### src/rtl/input_pkg.sv
// Shared constants for the switch input conditioner.
package input_pkg;

  localparam int CLK_HZ      = 100_000_000;
  localparam int DEBOUNCE_MS = 10;

  // Default stability window: DEBOUNCE_MS expressed in clk cycles.
  localparam int DEBOUNCE_CYCLES_DEFAULT = (CLK_HZ / 1000) * DEBOUNCE_MS;

  localparam logic MODE_LEVEL  = 1'b0;
  localparam logic MODE_TOGGLE = 1'b1;

  // Counter width that holds 0..n-1, never narrower than one bit.
  function automatic int cnt_width(input int n);
    return ($clog2(n) < 1) ? 1 : $clog2(n);
  endfunction

endpackage

### src/rtl/input_conditioner_debounce_channel.sv
// One switch channel: synchronisers, stability counter, debounced level,
// push-on/push-off toggle and one-cycle edge pulses.
module debounce_channel
  import input_pkg::*;
#(
  parameter int DEBOUNCE_CYCLES = DEBOUNCE_CYCLES_DEFAULT,
  parameter int CNT_W           = cnt_width(DEBOUNCE_CYCLES)
) (
  input  logic clk,
  input  logic rst,
  input  logic sw,
  input  logic mode,
  output logic level,
  output logic rise,
  output logic fall
);

  localparam logic [CNT_W-1:0] CNT_MAX = CNT_W'(DEBOUNCE_CYCLES - 1);

  logic             s1, s2;
  logic             m1, m2;
  logic [CNT_W-1:0] cnt;
  logic             deb;
  logic             tog;
  logic             update;

  // The window completes when s2 has disagreed with deb for N edges in a row.
  assign update = (s2 != deb) && (cnt == CNT_MAX);

  // Two-flop synchronisers for the raw switch and mode levels.
  always_ff @(posedge clk or posedge rst) begin
    if (rst) begin
      s1 <= 1'b0;
      s2 <= 1'b0;
      m1 <= 1'b0;
      m2 <= 1'b0;
    end else begin
      s1 <= sw;
      s2 <= s1;
      m1 <= mode;
      m2 <= m1;
    end
  end

  // Stability counter: any agreement with deb restarts the window.
  always_ff @(posedge clk or posedge rst) begin
    if (rst) begin
      cnt <= '0;
    end else if (s2 == deb || update) begin
      cnt <= '0;
    end else begin
      cnt <= cnt + CNT_W'(1);
    end
  end

  // Debounced level, toggle state and registered edge pulses.
  always_ff @(posedge clk or posedge rst) begin
    if (rst) begin
      deb  <= 1'b0;
      tog  <= 1'b0;
      rise <= 1'b0;
      fall <= 1'b0;
    end else begin
      if (update) deb <= s2;
      tog  <= tog ^ (update & s2);
      rise <= update & s2;
      fall <= update & ~s2;
    end
  end

  // Mode only selects which registered state is visible; it never alters it.
  assign level = (m2 == MODE_TOGGLE) ? tog : deb;

endmodule

### src/rtl/input_conditioner.sv
// Three-channel switch conditioner feeding the gate stage's a/b/c inputs.
module input_conditioner
  import input_pkg::*;
#(
  parameter int WIDTH           = 3,
  parameter int DEBOUNCE_CYCLES = DEBOUNCE_CYCLES_DEFAULT
) (
  input  logic             clk,
  input  logic             rst,
  input  logic [WIDTH-1:0] sw_in,
  input  logic [WIDTH-1:0] mode_in,
  output logic [WIDTH-1:0] level_out,
  output logic [WIDTH-1:0] rise_pulse,
  output logic [WIDTH-1:0] fall_pulse
);

  // Derived from the window length; not meant to be overridden.
  localparam int CNT_W = cnt_width(DEBOUNCE_CYCLES);

  // Channels are fully independent; one conditioner per bit.
  for (genvar i = 0; i < WIDTH; i++) begin : g_ch
    debounce_channel #(
      .DEBOUNCE_CYCLES (DEBOUNCE_CYCLES),
      .CNT_W           (CNT_W)
    ) u_ch (
      .clk   (clk),
      .rst   (rst),
      .sw    (sw_in[i]),
      .mode  (mode_in[i]),
      .level (level_out[i]),
      .rise  (rise_pulse[i]),
      .fall  (fall_pulse[i])
    );
  end

endmodule

### config.mk
export PLATFORM = sky130hd
export DESIGN_NAME = input_conditioner
export DESIGN_NICKNAME = d
export VERILOG_FILES = /design/src/rtl/input_pkg.sv /design/src/rtl/input_conditioner_debounce_channel.sv /design/src/rtl/input_conditioner.sv
export SDC_FILE = /design/constraint.sdc
export NUM_CORES = 1
export LEC_CHECK = 0
export BUFFER_PORTS_ARGS = -buffer_cell sky130_fd_sc_hd__buf_4
export CAP_MARGIN = 0
export CORE_ASPECT_RATIO = 0.75
export CORE_MARGIN = 5
export CORE_UTILIZATION = 60
export CTS_BUF_LIST = sky130_fd_sc_hd__clkbuf_2 sky130_fd_sc_hd__clkbuf_4 sky130_fd_sc_hd__clkbuf_8
export DETAILED_ROUTE_END_ITERATION = 7
export PLACE_DENSITY = 0.9
export SLEW_MARGIN = 20
export SYNTH_ARGS = -nofsm -noshare
export SYNTH_HDL_FRONTEND = slang
export SYNTH_SLANG_ARGS = --single-unit
### constraint.sdc
create_clock -name clk -period 5.92 [get_ports clk]
set_clock_uncertainty 0.1 [all_clocks]
set_input_delay 0.888 -clock clk [delete_from_list [all_inputs] [get_ports clk]]
set_output_delay 0.888 -clock clk [all_outputs]
set_load 0.05 [all_outputs]
==> out/results.tsv, run 1 <==
stage	metric	value	unit
placed_design	estimated wirelength of the detail-placed design	5.08	mm
critical_path	data required time of the critical path	6090	ps
clock_tree	clock latency on the worst-skew pair	350	ps
worst_hold_path	Hold Crit Endpoint	g_ch[2].u_ch.m2	
placed_design	dpl cell area	0.00405	mm^2
layout	fraction of final layout cells with drive strength greater than 1	12.7	%
power_and_ir_drop	portion of total power attributed to sequential cells	57.0	%
timing	share of the clock period used by the worst path after layout	40.7	%
floorplanning	area of the die	0.00825	mm^2
critical_path	maximum cell stage delay along the critical path	650	ps
power_and_ir_drop	NetSw	0.232	mW
timing	final setup violation count	0	
floorplanning	initial core utilization	61.9	%
clock_tree	Post-CTS Setup Repair Bufs	0	
worst_hold_path	type of the tightest min-delay check	flop to flop	
detailed_routing	number of vias per cell	6.01	
power_and_ir_drop	total design power	1.04	mW
grt	global route overflow	0	
floorplanning	horizontal extent of the die	103	um
synthesis	syn nets	390	
critical_path	register-to-register setup slack	3510	ps
grt	overall routing resource usage	19.8	%
critical_path	arrival time of data at the critical path endpoint	2580	ps
power_and_ir_drop	proportion of power drawn by the clock network	39.7	%
synthesis	number of different library cells in the post-synthesis netlist	39	
synthesis	cell type contributing the most total cell area after synthesis	sky130_fd_sc_hd__dfrtp_1	
timing	post-route setup slack	3510	ps
timing	Fin. Hold Viols	0	
grt	number of global-route vias before repair	2795	
detailed_routing	Avg WL per Cell	15.4	um
detailed_routing	DRC violation count after routing	0	
flow_run	max_cap viols	0	
outcome	status	complete, no violations	
critical_path	cells on worst reg2reg path	5	
critical_path	Setup CP Type	flop to flop	
floorplanning	count of boundary I/O pins	17	
synthesis	count of warnings emitted by yosys	0	
power_and_ir_drop	fraction of power spent switching nets	22.3	%
placed_design	routability congestion estimate	0.909	
synthesis	largest cells by area after synthesis	sky130_fd_sc_hd__dfrtp_1 (54%), sky130_fd_sc_hd__xor2_1 (5.2%), sky130_fd_sc_hd__nor2_1 (4.4%), sky130_fd_sc_hd__xnor2_1 (4.3%), sky130_fd_sc_hd__nand3_1 (2.9%)	
critical_path	crit-path max FO	7	
clock_tree	Clk Tree Root Cell	sky130_fd_sc_hd__clkbuf_8	
clock_tree	cts-stage hold buffer count	0	
clock_tree	clock buffer count from CTS	9	
power_and_ir_drop	power density cells	244	mW/mm^2
layout	number of standard cells in the layout, taps in and fillers out	476	
detailed_routing	final antenna-violating net count	0	
timing	Highest Clock Rate	415	MHz
placed_design	placed cell count	460	
timing	pin slew with the least headroom to its limit	750	ps
clock_tree	Worst-path clk slew	80	ps
detailed_routing	Starting DRT DRC Count	187	
critical_path	master of the slowest instance on the critical path	sky130_fd_sc_hd__or4b_1	
power_and_ir_drop	worst vdd ir	167	uV
floorplanning	die outline height	79.9	um
detailed_routing	first-pass iteration count of the detailed router	4	
placed_design	worst slack at placement	3560	ps
timing	Final Critical Period	2410	ps
worst_hold_path	Worst Min Path Start	g_ch[2].u_ch.m1	
synthesis	fraction of synthesized cell area taken by the top area cell type	53.8	%
synthesis	Synth Cell Area	0.00391	mm^2
synthesis	sequential area share after synthesis	53.8	%
timing	Setup TNS	0	ps
clock_tree	cells resized by post-CTS repair	0	
power_and_ir_drop	portion of total power attributed to combinational logic	3.3	%
worst_hold_path	depth of the worst hold-timing path	0	
critical_path	kind of start point of the critical path	flop	
floorplanning	Std-Cell Core Area	0.00632	mm^2
timing	slew margin rel.	50.0	%
layout	Layout Nets	401	
layout	number of antenna repair diodes	0	
layout	area growth from synthesis to layout	8.93	%
critical_path	cells traversed along the worst timing path	ha_1 -> nand2_1 -> or4b_1 -> or4_1 -> a21oi_1	
layout	total non-filler cell area in the finished layout	0.00426	mm^2
clock_tree	clk buf depth	2	
clock_tree	clock sink count	84	
grt	pin count of the biggest net entering global routing	85	
timing	unrepaired setup endpoints after global routing	no	
synthesis	synthesis-stage register bit count	84	
detailed_routing	drt total wl	7.32	mm
synthesis	Avg Synthesized Cell Area	10.3	um^2
placed_design	Port Buffer Count	16	
clock_tree	depth of the CTS H-tree	3	
clock_tree	clock tree from TritonCTS	built	
grt	number of antenna violations at the first check in global routing	0	
timing	fin. max-slew vios	0	
floorplanning	standard-cell rows	25	
detailed_routing	routed vias	2860	
grt	global-route wire length before repair	12.8	mm
synthesis	synthesized netlist cell count	379	
critical_path	startpoint of the most critical register-to-register path	g_ch[1].u_ch.cnt[0]	
critical_path	type of destination of the critical path	flop	
critical_path	RR Endpoint	g_ch[1].u_ch.cnt[18]	
power_and_ir_drop	Static Leakage	1.79	nW
power_and_ir_drop	cell internal power dissipation	0.806	mW
[sequential cells by signal (all words and copies together) (netlist names)]
| name | cells |
|---|---|
| g_ch.u_ch.cnt | 60 |
| g_ch.u_ch.m2 | 3 |
| g_ch.u_ch.m1 | 3 |
| g_ch.u_ch.s1 | 3 |
| g_ch.u_ch.fall | 3 |
| g_ch.u_ch.deb | 3 |
| g_ch.u_ch.rise | 3 |
| g_ch.u_ch.s2 | 3 |
| g_ch.u_ch.tog | 3 |
[power by group through the flow]
stage          Combinational (mW)  Clock (mW)  Sequential, mW
6_report                   0.0342       0.412           0.591
2_1_floorplan              0.0229           0           0.600
4_1_cts                    0.0352       0.420           0.591
3_5_place_dp               0.0346           0           0.603
3_3_place_gp               0.0329           0           0.601
5_1_grt                    0.0402       0.449           0.593
[cell usage in the layout, fill, tap and decap left out, types with 3 or more instances in the layout]
master and instances:
sky130_fd_sc_hd__inv_1 9, sky130_fd_sc_hd__o21ai_0 11, sky130_fd_sc_hd__a21oi_1 17, sky130_fd_sc_hd__nand3_1 23
sky130_fd_sc_hd__o31ai_1 5, sky130_fd_sc_hd__nand4_1 17, sky130_fd_sc_hd__nor4_1 10, sky130_fd_sc_hd__xor2_1 23
sky130_fd_sc_hd__dfrtp_1 84, sky130_fd_sc_hd__nor2_1 46, sky130_fd_sc_hd__and3_1 8, sky130_fd_sc_hd__nor3_1 11
sky130_fd_sc_hd__xnor2_1 19, sky130_fd_sc_hd__or3_1 10, sky130_fd_sc_hd__or4_1 7, sky130_fd_sc_hd__mux2_2 6
sky130_fd_sc_hd__nand2_1 18, sky130_fd_sc_hd__buf_4 18, sky130_fd_sc_hd__clkbuf_8 10, sky130_fd_sc_hd__ha_1 3
sky130_fd_sc_hd__and4_1 6
[synth_stat cells, drive strengths merged]
master	instances
o41ai	2
nand2b	2
nor3b	2
nand4	17
xnor2	19
xor2	23
dfrtp	84
nor2b	1
inv	10
mux2i	1
or3	10
nand3	25
o21ai	13
or4	7
or4b	2
ha	3
nand4b	2
and2	1
or2	3
nand2	18
nor3	11
and4	6
o31ai	6
or3b	1
a21oi	17
clkbuf	7
nor2	46
nor4	10
and3	9
mux2	6
nor4bb	2
and3b	1
buf	12
[logic make-up after synthesis]
kind of cell	count (synthesis)	share of synthesized area, %
simple gates	176	24.6
compound gates	38	5.57
fa+ha+maj	3	0.960
buf+inv	29	3.74
mux	7	1.98
flops	84	53.8
xor+xnor	42	9.41
[worst max path at each step]
| stage | startpoint | endpoint | slack, ps | cells after the start |
|---|---|---|---|---|
| floorplan | rst | g_ch[0].u_ch.cnt[0] | 2770 | 1 |
| global placement | g_ch[1].u_ch.cnt[12] | g_ch[1].u_ch.cnt[3] | 3610 | 4 |
| detailed placement | g_ch[1].u_ch.cnt[0] | g_ch[1].u_ch.cnt[18] | 3560 | 5 |
| CTS | g_ch[1].u_ch.cnt[0] | g_ch[1].u_ch.cnt[18] | 3510 | 5 |
| global route | g_ch[1].u_ch.cnt[0] | g_ch[1].u_ch.cnt[18] | 3380 | 5 |
| finish | g_ch[1].u_ch.cnt[0] | g_ch[1].u_ch.cnt[18] | 3510 | 5 |
[stage by stage]
stage | utilization, % | hold WS [ps]
after floorplan | - | 231
after global placement | 64.0 | 232
after detailed placement | 64.1 | 240
after CTS | 67.3 | 260
after global routing | 67.4 | 276
final | 67.4 | 256
[critical path: cells and delay by family, from the launching register on]
kind	cells	cell delay [ps]
AOI/OAI and AO/OA	1	170
DFF	1	450
adders and majority gates	1	290
and+or+nand+nor	3	1320
[metal layers]
layer / vias up / track usage [%] / share of wire, % / wire length [um]
li1: 1356 / - / - / -
met1: 1421 / 27.0 / 45 / 3270
met2: 73 / 30.7 / 49 / 3620
met3: 10 / 5.24 / 4.2 / 307
met4: 0 / 6.86 / 1.6 / 118
met5: - / 0 / 0 / 0
[layout make-up]
type                            instances  area (um^2)
Sequential cell                        84         2100
Fill cell                             452         2060
Multi-Input combinational cell        266         1670
Timing Repair Buffer                   19          146
Clock buffer                           11          145
Tap cell                               81          101
Clock inverter                          5         60.1
Inverter                               10         38.8
(Power assumes the default switching activity.)
==> run 2, diff against run 1 <==
CORE_UTILIZATION = 57   (was 60)
clock period = 2.1 ns   (was 5.92 ns; I/O delays follow)
==> run 2 against run 1 <==
Effect of this change:
- clock power increased to 2.5 times the previous value
- fmax increased by 18%
- sequential cell count did not move
- cell count grew 5.3%
- die area rose by 4.7%
- power grew to 2.7 times the previous value
- cell area up 5.1%
- critical path depth increased by 1
- non-clock buffer count increased by 23
- largest power group unchanged
==> out/results.tsv, run 2 (same netlist as run 1, synthesis figures left out) <==
stage	metric	value	unit
outcome	status	complete, no violations	
critical_path	register-to-register setup slack	60	ps
power_and_ir_drop	Static Leakage	1.88	nW
grt	global route overflow	0	
layout	Layout Nets	424	
timing	Highest Clock Rate	489	MHz
clock_tree	Worst-path clk slew	90	ps
worst_hold_path	type of the tightest min-delay check	flop to flop	
timing	final setup violation count	0	
power_and_ir_drop	worst vdd ir	334	uV
timing	post-route setup slack	57.0	ps
clock_tree	clock buffer count from CTS	9	
detailed_routing	DRC violation count after routing	0	
floorplanning	standard-cell rows	26	
clock_tree	clk buf depth	2	
timing	Fin. Hold Viols	0	
timing	share of the clock period used by the worst path after layout	97.3	%
critical_path	crit-path max FO	5	
floorplanning	horizontal extent of the die	106	um
critical_path	capturing instance or port of the critical path	g_ch[1].u_ch.cnt[16]	
detailed_routing	routed vias	2982	
critical_path	cells on worst reg2reg path	6	
floorplanning	area of the die	0.00863	mm^2
placed_design	Port Buffer Count	16	
grt	pin count of the biggest net entering global routing	31	
detailed_routing	drt total wl	7.99	mm
timing	slew margin rel.	57.4	%
detailed_routing	detailed route wirelength on metal3	458	um
layout	area growth from synthesis to layout	14.4	%
critical_path	data required time of the critical path	2280	ps
floorplanning	die outline height	81.7	um
clock_tree	clock sink count	84	
placed_design	routability congestion estimate	0.911	
timing	Setup TNS	0	ps
critical_path	startpoint of the most critical register-to-register path	g_ch[1].u_ch.cnt[0]	
flow_run	max_cap viols	0	
timing	Final Critical Period	2040	ps
grt	global-route wire length before repair	13.5	mm
detailed_routing	top routing layer in use	met4	
timing	fin. max-slew vios	0	
detailed_routing	Starting DRT DRC Count	160	
clock_tree	clock latency on the worst-skew pair	350	ps
floorplanning	Std-Cell Core Area	0.00673	mm^2
detailed_routing	final antenna-violating net count	0	
critical_path	arrival time of data at the critical path endpoint	2220	ps
placed_design	worst slack at placement	18.4	ps
critical_path	kind of start point of the critical path	flop	
placed_design	estimated wirelength of the detail-placed design	5.36	mm
critical_path	start point of the critical path	g_ch[1].u_ch.cnt[0]	
layout	number of antenna repair diodes	0	
power_and_ir_drop	total design power	2.85	mW
detailed_routing	sum of routed wire segments on met1	3.32	mm
worst_hold_path	Worst Min Path Start	g_ch[1].u_ch.m1	
detailed_routing	met2 wirelength from detailed routing	4.09	mm
clock_tree	clock tree from TritonCTS	built	
timing	pin slew with the least headroom to its limit	638	ps
grt	number of antenna violations at the first check in global routing	0	
critical_path	type of destination of the critical path	flop	
layout	commonest cells after routing, fill and taps aside	sky130_fd_sc_hd__dfrtp_1 (83), sky130_fd_sc_hd__nor2_1 (46), sky130_fd_sc_hd__buf_4 (33)	
layout	commonest non-fill, non-tap cell in the layout	sky130_fd_sc_hd__dfrtp_1	
detailed_routing	first-pass iteration count of the detailed router	5	
grt	number of global-route vias before repair	2854	
layout	end-of-flow core utilization	66.4	%
detailed_routing	Avg WL per Cell	15.9	um
floorplanning	initial core utilization	58.1	%
layout	flip-flop count of the largest register after layout	60	
critical_path	RR Endpoint	g_ch[1].u_ch.cnt[16]	
critical_path	Setup CP Type	flop to flop	
floorplanning	count of boundary I/O pins	17	
power_and_ir_drop	power density cells	636	mW/mm^2
detailed_routing	number of vias per cell	5.95	
clock_tree	depth of the CTS H-tree	3	
clock_tree	Clk Tree Root Cell	sky130_fd_sc_hd__clkbuf_8	
grt	overall routing resource usage	19.7	%
layout	largest register by flop count	g_ch.u_ch.cnt	
layout	fraction of final layout cells with drive strength greater than 1	17.0	%
run 2: cell types whose count changed in the layout (fill, tap and decap cells not counted), moves of 2 or more:
cell                            previous run  this run
sky130_fd_sc_hd__ha_1                      3         1
sky130_fd_sc_hd__buf_4                    18        33
sky130_fd_sc_hd__dlygate4sd3_1             0         7
sky130_fd_sc_hd__clkinvlp_4                1         3
sky130_fd_sc_hd__buf_12                    0         2
run 2: worst min path at each step:
stage / end / slack [ps] / cells after the start
floorplan: g_ch[0].u_ch.m2 / 230 / 0
global placement: g_ch[1].u_ch.s2 / 230 / 0
detailed placement: g_ch[2].u_ch.s2 / 230 / 0
CTS: g_ch[1].u_ch.s2 / 250 / 0
global route: g_ch[1].u_ch.m2 / 270 / 0
finish: g_ch[1].u_ch.m2 / 250 / 0
run 2: metal layers:
layer,GRT usage (%),up-vias
met2,34.0,103
li1,-,1406
met1,24.5,1457
met3,5.03,16
met4,6.47,0
met5,0,-
run 2: worst max-delay path: stages, from the launching register on:
cell,delay (ps)
sky130_fd_sc_hd__dfrtp_1,400
sky130_fd_sc_hd__ha_4,160
sky130_fd_sc_hd__nand2_2,70
sky130_fd_sc_hd__or4b_4,560
sky130_fd_sc_hd__buf_4,170
sky130_fd_sc_hd__or3_1,350
sky130_fd_sc_hd__a21oi_1,160
run 2: through the flow:
step	hold WS [ps]	std cells	instance area (um^2)
floorplan	231	379	3940
global placement	233	475	4180
detailed placement	235	475	4180
CTS	248	497	4430
global route	270	501	4470
finish	247	501	4470
run 2: layout make-up:
cell class                      instances  area (um^2)
Multi-Input combinational cell        266         1690
Tap cell                               84          105
Clock buffer                           11          151
Inverter                               10         41.3
Fill cell                             473         2260
Timing Repair Buffer                   42          358
Sequential cell                        84         2100
Clock inverter                          4         25.0
run 2: repair_timing:
| action | CTS | global route |
|---|---|---|
| setup buffers | 0 | 4 |
| pin swaps | 0 | 2 |
| setup endpoints to repair | 1 | 4 |
| hold buffers | 7 | 0 |
| gates resized for setup | 1 | 4 |
| hold endpoints to repair | 32 | 0 |
run 2: power by group:
group | internal [mW] | leakage, nW | switching, mW
registers | 1.64 | 1.14 | 0.0223
clock network | 0.484 | 0.0872 | 0.553
logic | 0.0628 | 0.660 | 0.0816
==> run 3, diff against run 2 <==
CORE_UTILIZATION = 60   (was 57)
clock period = 2.5 ns   (was 2.1 ns; I/O delays follow)
==> run 3 against run 2 <==
Effect of this change:
- clock power rose by 7%
- critical path depth fell by 1
- via count fell by 3.4%
- first-iteration DRC count rose by 12%
- worst setup slack improved by 110 ps
- routed wire length fell by 6.4%
- non-clock buffer count fell by 15
- die area fell by 4.5%
- clock-buffer cell count fell by 1
- sequential share of layout area rose by 1.1 points
- global-route usage rose by 1.2 points
- utilization rose by 2.7 points
- largest power group unchanged
==> out/results.tsv, run 3 (same netlist as run 1, synthesis figures left out) <==
stage	metric	value	unit
floorplanning	area of the die	0.00825	mm^2
placed_design	routability congestion estimate	0.879	
critical_path	cells on worst reg2reg path	5	
floorplanning	standard-cell rows	25	
critical_path	type of destination of the critical path	flop	
critical_path	kind of start point of the critical path	flop	
critical_path	data required time of the critical path	2680	ps
detailed_routing	final antenna-violating net count	0	
grt	overall routing resource usage	20.8	%
placed_design	Port Buffer Count	16	
timing	unrepaired setup endpoints after global routing	no	
worst_hold_path	type of the tightest min-delay check	primary input to flop	
timing	final setup violation count	0	
clock_tree	clock sink count	84	
timing	slew margin rel.	55.4	%
clock_tree	clock buffer count from CTS	9	
grt	global route overflow	0	
timing	fin. max-slew vios	0	
floorplanning	die outline height	79.9	um
layout	flip-flop count of the largest register after layout	60	
layout	largest register by flop count	g_ch.u_ch.cnt	
clock_tree	depth of the CTS H-tree	3	
timing	Highest Clock Rate	429	MHz
detailed_routing	drt total wl	7.48	mm
floorplanning	initial core utilization	61.9	%
clock_tree	clock latency on the worst-skew pair	350	ps
clock_tree	Worst-path clk slew	90	ps
power_and_ir_drop	cell internal power dissipation	2.01	mW
detailed_routing	routed vias	2880	
timing	share of the clock period used by the worst path after layout	93.2	%
power_and_ir_drop	proportion of power drawn by the clock network	42.7	%
detailed_routing	DRC violation count after routing	0	
critical_path	cells traversed along the worst timing path	ha_1 -> nand2_1 -> or4b_1 -> or4_1 -> a21oi_1	
critical_path	Setup CP Type	flop to flop	
timing	Fin. Hold Viols	0	
power_and_ir_drop	fraction of power spent switching nets	22.5	%
layout	Layout Nets	409	
clock_tree	clk buf depth	2	
timing	pin slew with the least headroom to its limit	663	ps
power_and_ir_drop	worst vdd ir	383	uV
detailed_routing	number of vias per cell	5.95	
layout	fraction of final layout cells with drive strength greater than 1	12.7	%
critical_path	master of the slowest instance on the critical path	sky130_fd_sc_hd__or4b_1	
worst_hold_path	depth of the worst hold-timing path	1	
grt	pin count of the biggest net entering global routing	59	
floorplanning	Std-Cell Core Area	0.00632	mm^2
layout	commonest cells after routing, fill and taps aside	sky130_fd_sc_hd__dfrtp_1 (84), sky130_fd_sc_hd__nor2_1 (46), sky130_fd_sc_hd__nand3_1 (23), sky130_fd_sc_hd__xor2_1 (23), sky130_fd_sc_hd__buf_4 (20)	
critical_path	buffers and inverters on the worst path	0	
critical_path	crit-path max FO	7	
power_and_ir_drop	power density cells	595	mW/mm^2
clock_tree	Clk Tree Root Cell	sky130_fd_sc_hd__clkbuf_8	
power_and_ir_drop	portion of total power attributed to sequential cells	53.9	%
critical_path	arrival time of data at the critical path endpoint	2510	ps
timing	Setup TNS	0	ps
floorplanning	count of boundary I/O pins	17	
power_and_ir_drop	NetSw	0.586	mW
grt	global-route wire length before repair	13.4	mm
layout	number of antenna repair diodes	0	
layout	number of standard cells in the layout, taps in and fillers out	484	
outcome	status	complete, no violations	
floorplanning	horizontal extent of the die	103	um
grt	number of global-route vias before repair	2852	
timing	post-route setup slack	170	ps
layout	commonest non-fill, non-tap cell in the layout	sky130_fd_sc_hd__dfrtp_1	
power_and_ir_drop	Static Leakage	1.83	nW
power_and_ir_drop	total design power	2.60	mW
timing	Final Critical Period	2330	ps
detailed_routing	Starting DRT DRC Count	179	
grt	number of antenna violations at the first check in global routing	0	
power_and_ir_drop	portion of total power attributed to combinational logic	3.5	%
clock_tree	clock tree from TritonCTS	built	
placed_design	worst slack at placement	231	ps
critical_path	Stages on worst setup path	5	
clock_tree	cells resized by post-CTS repair	0	
placed_design	estimated wirelength of the detail-placed design	5.08	mm
flow_run	max_cap viols	0	
critical_path	maximum cell stage delay along the critical path	630	ps
detailed_routing	first-pass iteration count of the detailed router	4	
detailed_routing	Avg WL per Cell	15.4	um
critical_path	register-to-register setup slack	170	ps
critical_path	CP top delay family	simple AND/OR/NAND/NOR gates	
placed_design	placed cell count	462	
layout	area growth from synthesis to layout	11.8	%
[run 3: metrics by stage]
step	util [%]	area, um^2	hold WS (ps)
CTS	68.4	4320	1.87
detailed placement	64.5	4080	235
global placement	64.5	4080	232
global route	69.2	4370	1.43
finish	69.2	4370	30.2
floorplan	-	3910	231
[run 3: what timing repair did]
action,4_1_cts,5_1_grt
buffers inserted,0,0
hold buffers,1,5
endpoints found under the hold margin,26,5
[run 3: final timing paths]
check | start | end
worst min register to register | g_ch[2].u_ch.s1 | g_ch[2].u_ch.s2
min in group asynchronous | rst | g_ch[0].u_ch.cnt[9]
worst max-delay path | g_ch[1].u_ch.cnt[0] | g_ch[1].u_ch.cnt[18]
worst min-delay path | mode_in[1] | g_ch[1].u_ch.m1
max in group asynchronous | rst | g_ch[1].u_ch.rise
worst max register to register | g_ch[1].u_ch.cnt[0] | g_ch[1].u_ch.cnt[18]
[run 3: final cells by class]
cell class | instances | area, um^2
Tap cell | 81 | 101
Sequential cell | 84 | 2100
Inverter | 10 | 41.3
Clock buffer | 10 | 138
Multi-Input combinational cell | 266 | 1660
Timing Repair Buffer | 27 | 230
Clock inverter | 6 | 96.3
Fill cell | 441 | 1950
[run 3: metal layers]
layer	up-vias	GRT usage, %	part of all wire (%)
met1	1412	28.4	46
li1	1371	-	-
met2	81	31.6	47
met5	-	0	0
met4	0	6.99	1.5
met3	16	6.38	4.8
[run 3: power by group through the flow]
| stage | logic (mW) | registers [mW] | clock network (mW) |
|---|---|---|---|
| floorplan | 0.0545 | 1.42 | 0 |
| global placement | 0.0819 | 1.42 | 0 |
| global route | 0.106 | 1.40 | 1.20 |
| CTS | 0.0867 | 1.40 | 1.12 |
| finish | 0.0905 | 1.40 | 1.11 |
| detailed placement | 0.0848 | 1.43 | 0 |
